File: src/rtl/pipelined_reduce_tree.sv
// pipelined_reduce_tree: BASE_FAN_IN-ary AND/OR/XOR reduction of QUANTITY
// words, one register stage per tree level, valid/ready at both ends.
//
// Ports:
//   clk, rst       rising-edge clock, synchronous active-high reset
//   flush          synchronous clear of every in-flight operand set
//   in_valid/ready input handshake for op + din (QUANTITY words of WIDTH)
//   op             00 AND, 01 OR, 10 XOR, 11 reserved (result 0)
//   out_valid/ready output handshake for dout (WIDTH bits)
//   busy           any stage holds a valid entry
module pipelined_reduce_tree #(
    parameter int WIDTH       = 32,
    parameter int QUANTITY    = 8,
    parameter int BASE_FAN_IN = 3
) (
    input  logic                      clk,
    input  logic                      rst,
    input  logic                      flush,
    input  logic                      in_valid,
    output logic                      in_ready,
    input  logic [1:0]                op,
    input  logic [WIDTH*QUANTITY-1:0] din,
    output logic                      out_valid,
    input  logic                      out_ready,
    output logic [WIDTH-1:0]          dout,
    output logic                      busy
);

    function automatic int calc_levels(input int q, input int b);
        int l;
        int p;
        l = 1;
        p = b;
        for (int i = 0; i < 8; i++) begin
            if (p < q) begin
                p = p * b;
                l = l + 1;
            end
        end
        return l;
    endfunction

    localparam int LEVELS = calc_levels(QUANTITY, BASE_FAN_IN);
    localparam int NLEAF  = BASE_FAN_IN ** LEVELS;

    function automatic logic [WIDTH-1:0] ident(input logic [1:0] o);
        return (o == 2'b00) ? '1 : '0;
    endfunction

    // Reserved op collapses every node to zero, so the result is zero too.
    function automatic logic [WIDTH-1:0] combine(
        input logic [WIDTH-1:0] a,
        input logic [WIDTH-1:0] b,
        input logic [1:0]       o
    );
        logic [WIDTH-1:0] r;
        case (o)
            2'b00:   r = a & b;
            2'b01:   r = a | b;
            2'b10:   r = a ^ b;
            default: r = '0;
        endcase
        return r;
    endfunction

    logic [LEVELS-1:0] valid_q;
    logic [LEVELS-1:0] valid_d;
    logic [LEVELS-1:0] load;
    logic [LEVELS-1:0] en;

    // load[s]: stage s register may take new content this cycle, i.e. it is
    // empty or its current entry moves on. Computed as a running OR from the
    // output side so there is no combinational loop through a vector.
    always_comb begin
        logic go;
        go = out_ready;
        load = '0;
        for (int s = LEVELS - 1; s >= 0; s--) begin
            go = go || !valid_q[s];
            load[s] = go;
        end

        in_ready = load[0] && !flush && !rst;

        en = '0;
        valid_d = valid_q;
        en[0] = in_valid && in_ready;
        if (load[0]) begin
            valid_d[0] = en[0];
        end
        for (int s = 1; s < LEVELS; s++) begin
            en[s] = load[s] && valid_q[s-1];
            if (load[s]) begin
                valid_d[s] = valid_q[s-1];
            end
        end
    end

    always_ff @(posedge clk) begin
        if (rst || flush) begin
            valid_q <= '0;
        end else begin
            valid_q <= valid_d;
        end
    end

    // Leaf lanes beyond QUANTITY carry the identity of the incoming op.
    logic [WIDTH-1:0] leaf [NLEAF];

    for (genvar k = 0; k < NLEAF; k++) begin : g_leaf
        if (k < QUANTITY) begin : g_din
            assign leaf[k] = din[k*WIDTH +: WIDTH];
        end else begin : g_pad
            assign leaf[k] = ident(op);
        end
    end

    for (genvar l = 0; l < LEVELS; l++) begin : g_lvl
        localparam int NIN  = BASE_FAN_IN ** (LEVELS - l);
        localparam int NOUT = NIN / BASE_FAN_IN;

        logic [WIDTH-1:0] src [NIN];
        logic [1:0]       src_op;
        logic [WIDTH-1:0] data_d [NOUT];
        logic [WIDTH-1:0] data_q [NOUT];
        logic [1:0]       op_q;

        if (l == 0) begin : g_src
            assign src    = leaf;
            assign src_op = op;
        end else begin : g_src
            assign src    = g_lvl[l-1].data_q;
            assign src_op = g_lvl[l-1].op_q;
        end

        always_comb begin
            for (int j = 0; j < NOUT; j++) begin
                data_d[j] = ident(src_op);
                for (int i = 0; i < BASE_FAN_IN; i++) begin
                    data_d[j] = combine(data_d[j],
                                        src[j*BASE_FAN_IN+i],
                                        src_op);
                end
            end
        end

        always_ff @(posedge clk) begin
            if (rst) begin
                data_q <= '{default: '0};
                op_q   <= 2'b00;
            end else if (en[l]) begin
                data_q <= data_d;
                op_q   <= src_op;
            end
        end
    end

    assign dout      = g_lvl[LEVELS-1].data_q[0];
    assign out_valid = valid_q[LEVELS-1];
    assign busy      = |valid_q;

endmodule

File: config.mk
export PLATFORM = sky130hd
export DESIGN_NAME = pipelined_reduce_tree
export DESIGN_NICKNAME = d
export VERILOG_FILES = /design/src/rtl/pipelined_reduce_tree.sv
export SDC_FILE = /design/constraint.sdc
export NUM_CORES = 1
export LEC_CHECK = 0
export ABC_AREA = 1
export CAP_MARGIN = 15
export CORE_MARGIN = 3
export CORE_UTILIZATION = 30
export CTS_BUF_LIST = sky130_fd_sc_hd__clkbuf_4
export CTS_CLUSTER_DIAMETER = 100
export CTS_CLUSTER_SIZE = 28
export DETAILED_ROUTE_END_ITERATION = 8
export DONT_BUFFER_PORTS = 1
export HOLD_SLACK_MARGIN = 0.05
export SLEW_MARGIN = 20
export SYNTH_ARGS = -nofsm -noshare
export SYNTH_HDL_FRONTEND = slang
export SYNTH_SLANG_ARGS = --single-unit
File: constraint.sdc
create_clock -name clk -period 35.9 [get_ports clk]
set_input_delay 7.18 -clock clk [delete_from_list [all_inputs] [get_ports clk]]
set_output_delay 7.18 -clock clk [all_outputs]
set_load 0.02 [all_outputs]
==> results of run 1 <==
[per-layer routing]
| layer | track usage, % | vias to the layer above | wire [microns] |
|---|---|---|---|
| met5 | 0 | - | 13 |
| met4 | 3.20 | 2 | 1040 |
| met3 | 3.94 | 47 | 3690 |
| met2 | 26.4 | 241 | 31000 |
| met1 | 20.7 | 9184 | 31700 |
| li1 | - | 10800 | - |
[final timing paths]
path | start | to | slack (ns) | cells after the start
max | out_ready | in_ready | 21.11 | 4
max reg2reg | g_lvl[0].op_q[1] | dout[3] | 32.05 | 15
min | g_lvl[0].data_q[0] | g_lvl[0].data_q[0] | 0.50 | 2
min reg2reg | g_lvl[0].data_q[0] | g_lvl[0].data_q[0] | 0.50 | 2
[synthesized netlist by cell type, drive strengths merged]
master,n
dfxtp,132
nand2,979
nand3b,19
o211ai,130
nand4,1
buf,115
inv,890
o21ai,126
nor2,72
a21oi,245
nand3,111
ha,768
clkbuf,47
or2,1
[layout make-up]
cell class | count | area, sq um
Tap cell | 1050 | 1310
Sequential cell | 132 | 2640
Timing Repair Buffer | 21 | 183
Fill cell | 8633 | 54100
Clock buffer | 18 | 135
Antenna cell | 5 | 12.5
Multi-Input combinational cell | 2452 | 17300
Inverter | 890 | 3350
Clock inverter | 14 | 175
[logic make-up (layout without fill, tap and decap cells)]
group                      after synthesis  count (layout)  share of synthesized area [%]
and+or+nand+nor                       1183            1183                           19.6
buffers and inverters                 1052             943                           17.3
adders and majority gates              768             768                           39.9
AOI/OAI and AO/OA                      501             501                           12.2
DFF                                    132             132                           11.0
other                                    0               5                              0
[worst max-delay path, stage by stage]
cell     delay [ns]
inv_1          0.05
nand3_1        0.17
nand2_1        0.11
inv_1          0.10
[sequential cells by signal, indices dropped and copies added, names as in the netlist]
signal and count:
g_lvl.op_q 2, g_lvl.data_q 96, dout 32, valid_q 2
[stage by stage]
step / power, mW / instance area (sq um) / instances
2_1_floorplan: 0.299 / 24100 / 3636
3_3_place_gp: 0.336 / 24800 / 4545
3_5_place_dp: 0.342 / 24800 / 4545
4_1_cts: 0.462 / 25100 / 4577
5_1_grt: 0.502 / 25100 / 4582
6_report: 0.453 / 25100 / 4582
[report_power, final]
group / switching [mW] / leakage, nW / total (mW) / internal (mW)
Combinational: 0.118 / 13.2 / 0.183 / 0.0648
Clock: 0.0671 / 0.162 / 0.117 / 0.0499
Sequential: 0.00330 / 1.07 / 0.153 / 0.150
[placed cells by master (no fill, tap or decap), types with 6 or more instances in the layout]
master	instances
clkbuf_4	18
nor2_1	65
ha_1	768
a21oi_2	30
nand3b_1	19
inv_1	883
nand2_1	976
dfxtp_1	132
buf_4	19
o21ai_0	121
a21oi_1	215
nand3_1	110
o211ai_1	130
inv_6	6
==> flow_metrics.tcl, run 1 <==
set metrics [dict create \
    status "finished, final reports clean" \
    cp.required_ns 28.72 \
    io_pins 298 \
    grt_pass1_wl_mm 105 \
    p_leak_nw 14.5 \
    worst_slew_pin_slew_ns 1.03 \
    ys_top_cells_by_area "ha_1, nand2_1, inv_1, dfxtp_1, a21oi_1" \
    cts_buffer_depth 2 \
    dp_slack_ns 21.10 \
    numClockSinks 132 \
    ys_seq_elements 132 \
    fin_tns_setup_ns 0 \
    antenna_found_initial 5 \
    nets 4545 \
    vias_per_cell 4.43 \
    grt_usage_pct 15.9 \
    synth_top_area_cell "ha_1" \
    wl_per_cell_microns 14.7 \
    relSlewSlack_pct 31.2 \
    syn_inst 3636 \
    clock_latency_ns 0.63 \
    finalWorstPathRequiredPeriod_ns 14.79 \
    setup_viol 0 \
    placementRows 103 \
    synth_top_area_share_pct 39.9 \
    cp_max_fo 4 \
    yosysWarnings 0 \
    htree_levels 4 \
    syn2layout_area_growth_pct 4.34 \
    clk_pin_slew_ns 0.13 \
    drv_slew 0 \
    cts_tree "done" \
    cts-buffers-inserted 17 \
    end_kind "output pin" \
    cts_resized 0 \
    max_freq_mhz 67.6 \
    die_w_microns 289 \
    overflow 0 \
    first_pass_iters 5 \
    worst-setup-path-type "input pin to output pin" \
    start_kind "input pin" \
    placeableCoreArea_sq_um 79300 \
    place_congestion 0.799 \
    finalCritPeriodShare_pct 41.2 \
    drt-total-wl_mm 67.4 \
    arrival_ns 7.61 \
    postCtsSetupBuffers 0 \
    initial_utilization_pct 30.4 \
    final_util_pct 31.7 \
    first_global_vias 18300 \
    synth_nets 4667 \
    drtIter0Drc 1067 \
    synth_area_sq_um 24100 \
    die_area_sq_um 83700 \
    rsz0062_at_grt "false" \
    via_count 20300 \
    port_buffers 0 \
    synth-seq-area-share_pct 11.0 \
    die_h_microns 289 \
    dp_hpwl_mm 50.4 \
    setup_ws_ns 21.11 \
    hold_class "flip-flop to flip-flop" \
    peakVddDrop_uv 16.3 \
    grt_max_degree 142 \
    finClkSkew_ns 0.0364 \
    root_buffer "clkbuf_4" \
    hold_violations 0 \
    maxCapViolCount 0 \
    drc 0 \
    antenna_left 0 \
    postCtsHoldBufs 0 \
    drive_above_1_share_pct 2.86 \
    p_per_area_nw_per_um2 18.0 \
    synth_cell_types 25 \
    whs_ns 0.496 \
    syn_area_per_cell_sq_um 6.62 \
]
Power figures use the tool's default switching activity.
==> run 2: changes to the inputs <==
--- a/config.mk
+++ b/config.mk
@@ -5,7 +5,7 @@
 export SDC_FILE = /design/constraint.sdc
 export NUM_CORES = 1
 export LEC_CHECK = 0
-export ABC_AREA = 1
+export ABC_AREA = 0
 export CAP_MARGIN = 15
 export CORE_MARGIN = 3
 export CORE_UTILIZATION = 30
==> constraint.sdc (replaced) <==
create_clock -name clk -period 12.91 [get_ports clk]
set_input_delay 2.582 -clock clk [delete_from_list [all_inputs] [get_ports clk]]
set_output_delay 2.582 -clock clk [all_outputs]
set_load 0.02 [all_outputs]
==> flow_metrics.tcl, run 2 <==
set metrics [dict create \
    status "finished, final reports clean" \
    placed_cell_area_sq_um 25000 \
    overflow 0 \
    vias_per_cell 4.74 \
    synth_top_area_share_pct 39.2 \
    p_seq_share_pct 33.4 \
    antenna_found_initial 8 \
    syn2layout_area_growth_pct 3.13 \
    hold_violations 0 \
    die_area_sq_um 85300 \
    drtIter0Drc 965 \
    synth_top_area_cell "ha_1" \
    die_h_microns 292 \
    arrival_ns 6.99 \
    max_freq_mhz 155 \
    grt_usage_pct 15.9 \
    p_per_area_nw_per_um2 54.4 \
    clkPwrFrac_pct 23.1 \
    synthTopCellsByCount "ha_1, inv_1, a21oi_1, nor2_1, a211oi_1" \
    final_common_cell "ha_1" \
    finClkSkew_ns 0.0246 \
    synth_area_sq_um 24500 \
    ys.flop_type "dfxtp_1" \
    port_buffers 0 \
    finalCritPeriodShare_pct 49.9 \
    cts_resized 0 \
    relSlewSlack_pct 23.0 \
    cpMaxStageDelayCell "buf_4" \
    yosysWarnings 0 \
    htree_levels 4 \
    largest_register_ffs 96 \
    clock_latency_ns 0.65 \
    cts-buffers-inserted 17 \
    peakVddDrop_uv 52.7 \
    hold_depth 2 \
    antenna_left 0 \
    place_congestion 0.781 \
    grt_max_degree 476 \
    initial_utilization_pct 30.4 \
    dp_hpwl_mm 50.9 \
    first_global_vias 17900 \
    syn_inst 3290 \
    p_leak_nw 13.6 \
    postCtsHoldBufs 0 \
    drt-total-wl_mm 69.4 \
    end_kind "flip-flop" \
    first_pass_iters 4 \
    synth_nets 4321 \
    fillCellCount 8690 \
    grt_pass1_wl_mm 106 \
    ys_seq_elements 132 \
    post-synth-top-count-cell "ha_1" \
    root_buffer "clkbuf_4" \
    p_switching_uw 558 \
    slowest_delay_ns 0.77 \
    via_count 19900 \
    synth-seq-area-share_pct 10.8 \
    placeableCoreArea_sq_um 80800 \
    start_kind "input pin" \
    ys_async_sr_fraction_pct 0 \
    setup_viol 0 \
    worst_slew_pin_slew_ns 1.15 \
    finalWorstPathRequiredPeriod_ns 6.44 \
    rsz0062_at_grt "false" \
    rr_worst_depth 14 \
    drv_slew 0 \
    power.internal_uw 819 \
    path_cells "or2_4 -> inv_6 -> buf_4 -> ha_1 -> a21oi_1 -> o22a_1 -> inv_1 -> ha_1 -> nor2_1 -> a211oi_1 -> a21oi_1 -> ha_1 -> a21oi_1 -> o21ai_0 -> a22o_1" \
    hold_class "flip-flop to flip-flop" \
    synth_cell_types 33 \
    synth_edf_count 0 \
    worst-setup-path-type "input pin to flip-flop" \
    placementRows 104 \
    ys_top_cells_by_area "ha_1, inv_1, dfxtp_1, a21oi_1, a211oi_1" \
    drc 0 \
    cts_tree "done" \
    regMostFlops "g_lvl.data_q" \
    wl_per_cell_microns 16.5 \
    mostFrequentLayoutCells "ha_1, inv_1, a21oi_1" \
    cp.required_ns 13.46 \
    maxCapViolCount 0 \
    postCtsSetupBuffers 0 \
    numClockSinks 132 \
    final_util_pct 31.3 \
    drive_above_1_share_pct 1.91 \
    syn_area_per_cell_sq_um 7.46 \
    clk_pin_slew_ns 0.13 \
    switching_share_pct 40.5 \
    cp_max_fo 475 \
    combinationalPowerShare_pct 43.5 \
    cts_buffer_depth 2 \
    fin_tns_setup_ns 0 \
    io_pins 298 \
    die_w_microns 292 \
    postLayoutCellArea_sq_um 25300 \
    nets 4161 \
]
-- run 2: changes by cell type after synthesis, moves of 78 or more --
cell and delta:
a211oi_1 +169, nand2_1 -913, nor2_1 +154, inv_1 -146, o211ai_1 -130, a21oi_1 +304, nand2b_1 +78, o22a_1 +128
nand3_1 -111
-- run 2: logic make-up after synthesis --
| logic type | count (synthesis) | synth area share (%) |
|---|---|---|
| buffers and inverters | 937 | 15.6 |
| adders and majority gates | 768 | 39.2 |
| and+or+nand+nor | 407 | 7.35 |
| DFF | 132 | 10.8 |
| AOI/OAI and AO/OA | 996 | 25.1 |
| muxes | 50 | 2.04 |
-- run 2: through the flow --
step                      power, mW  worst slack [ns]  hold slack, ns  cells
after floorplan               0.974              3.91           0.445   3290
after global placement         1.06              6.20           0.462   4171
after detailed placement       1.07              6.15           0.466   4171
after CTS                      1.40              6.85           0.484   4203
after global routing           1.53              6.54           0.499   4207
final                          1.38              6.47           0.480   4207
-- run 2: final timing paths --
check        slack (ns)           startpoint                  end
min                0.48  g_lvl[0].data_q[47]  g_lvl[0].data_q[47]
max                6.47                op[0]  g_lvl[0].data_q[16]
min reg2reg        0.48  g_lvl[0].data_q[47]  g_lvl[0].data_q[47]
max reg2reg        8.64     g_lvl[0].op_q[0]              dout[9]
-- run 2: layout make-up --
| class | instances | area, sq um | share of cell area [%] |
|---|---|---|---|
| Multi-Input combinational cell | 2221 | 18100 | 71.5 |
| Clock inverter | 15 | 163 | 0.643 |
| Antenna cell | 4 | 10.0 | 0.0396 |
| Inverter | 740 | 2780 | 11.0 |
| Tap cell | 1060 | 1330 | 5.24 |
| Sequential cell | 132 | 2650 | 10.5 |
| Timing Repair Buffer | 18 | 148 | 0.583 |
| Clock buffer | 17 | 128 | 0.504 |
-- run 2: critical path, delay by kind of cell --
family                   cells  cell delay [ns]
buffers and inverters        3             1.39
AO/OA/AOI/OAI                7             1.09
adder cells (fa/ha/maj)      3             0.77
AND/OR/NAND/NOR              2             0.70
-- run 2: layer usage --
layer	GRT usage, %	part of all wire [%]	wire length, microns	vias to the layer above
li1	-	-	-	10500
met1	19.5	44	30600	9081
met2	27.2	47	32500	274
met3	4.98	6.9	4810	53
met4	3.63	2.1	1450	8
met5	0	0.072	50	-
-- run 2: power by group through the flow --
stage | Combinational (mW) | Clock (mW) | Sequential, mW
floorplan | 0.520 | 0 | 0.454
global placement | 0.587 | 0 | 0.470
detailed placement | 0.604 | 0 | 0.470
CTS | 0.609 | 0.330 | 0.461
global route | 0.713 | 0.348 | 0.464
finish | 0.600 | 0.317 | 0.460
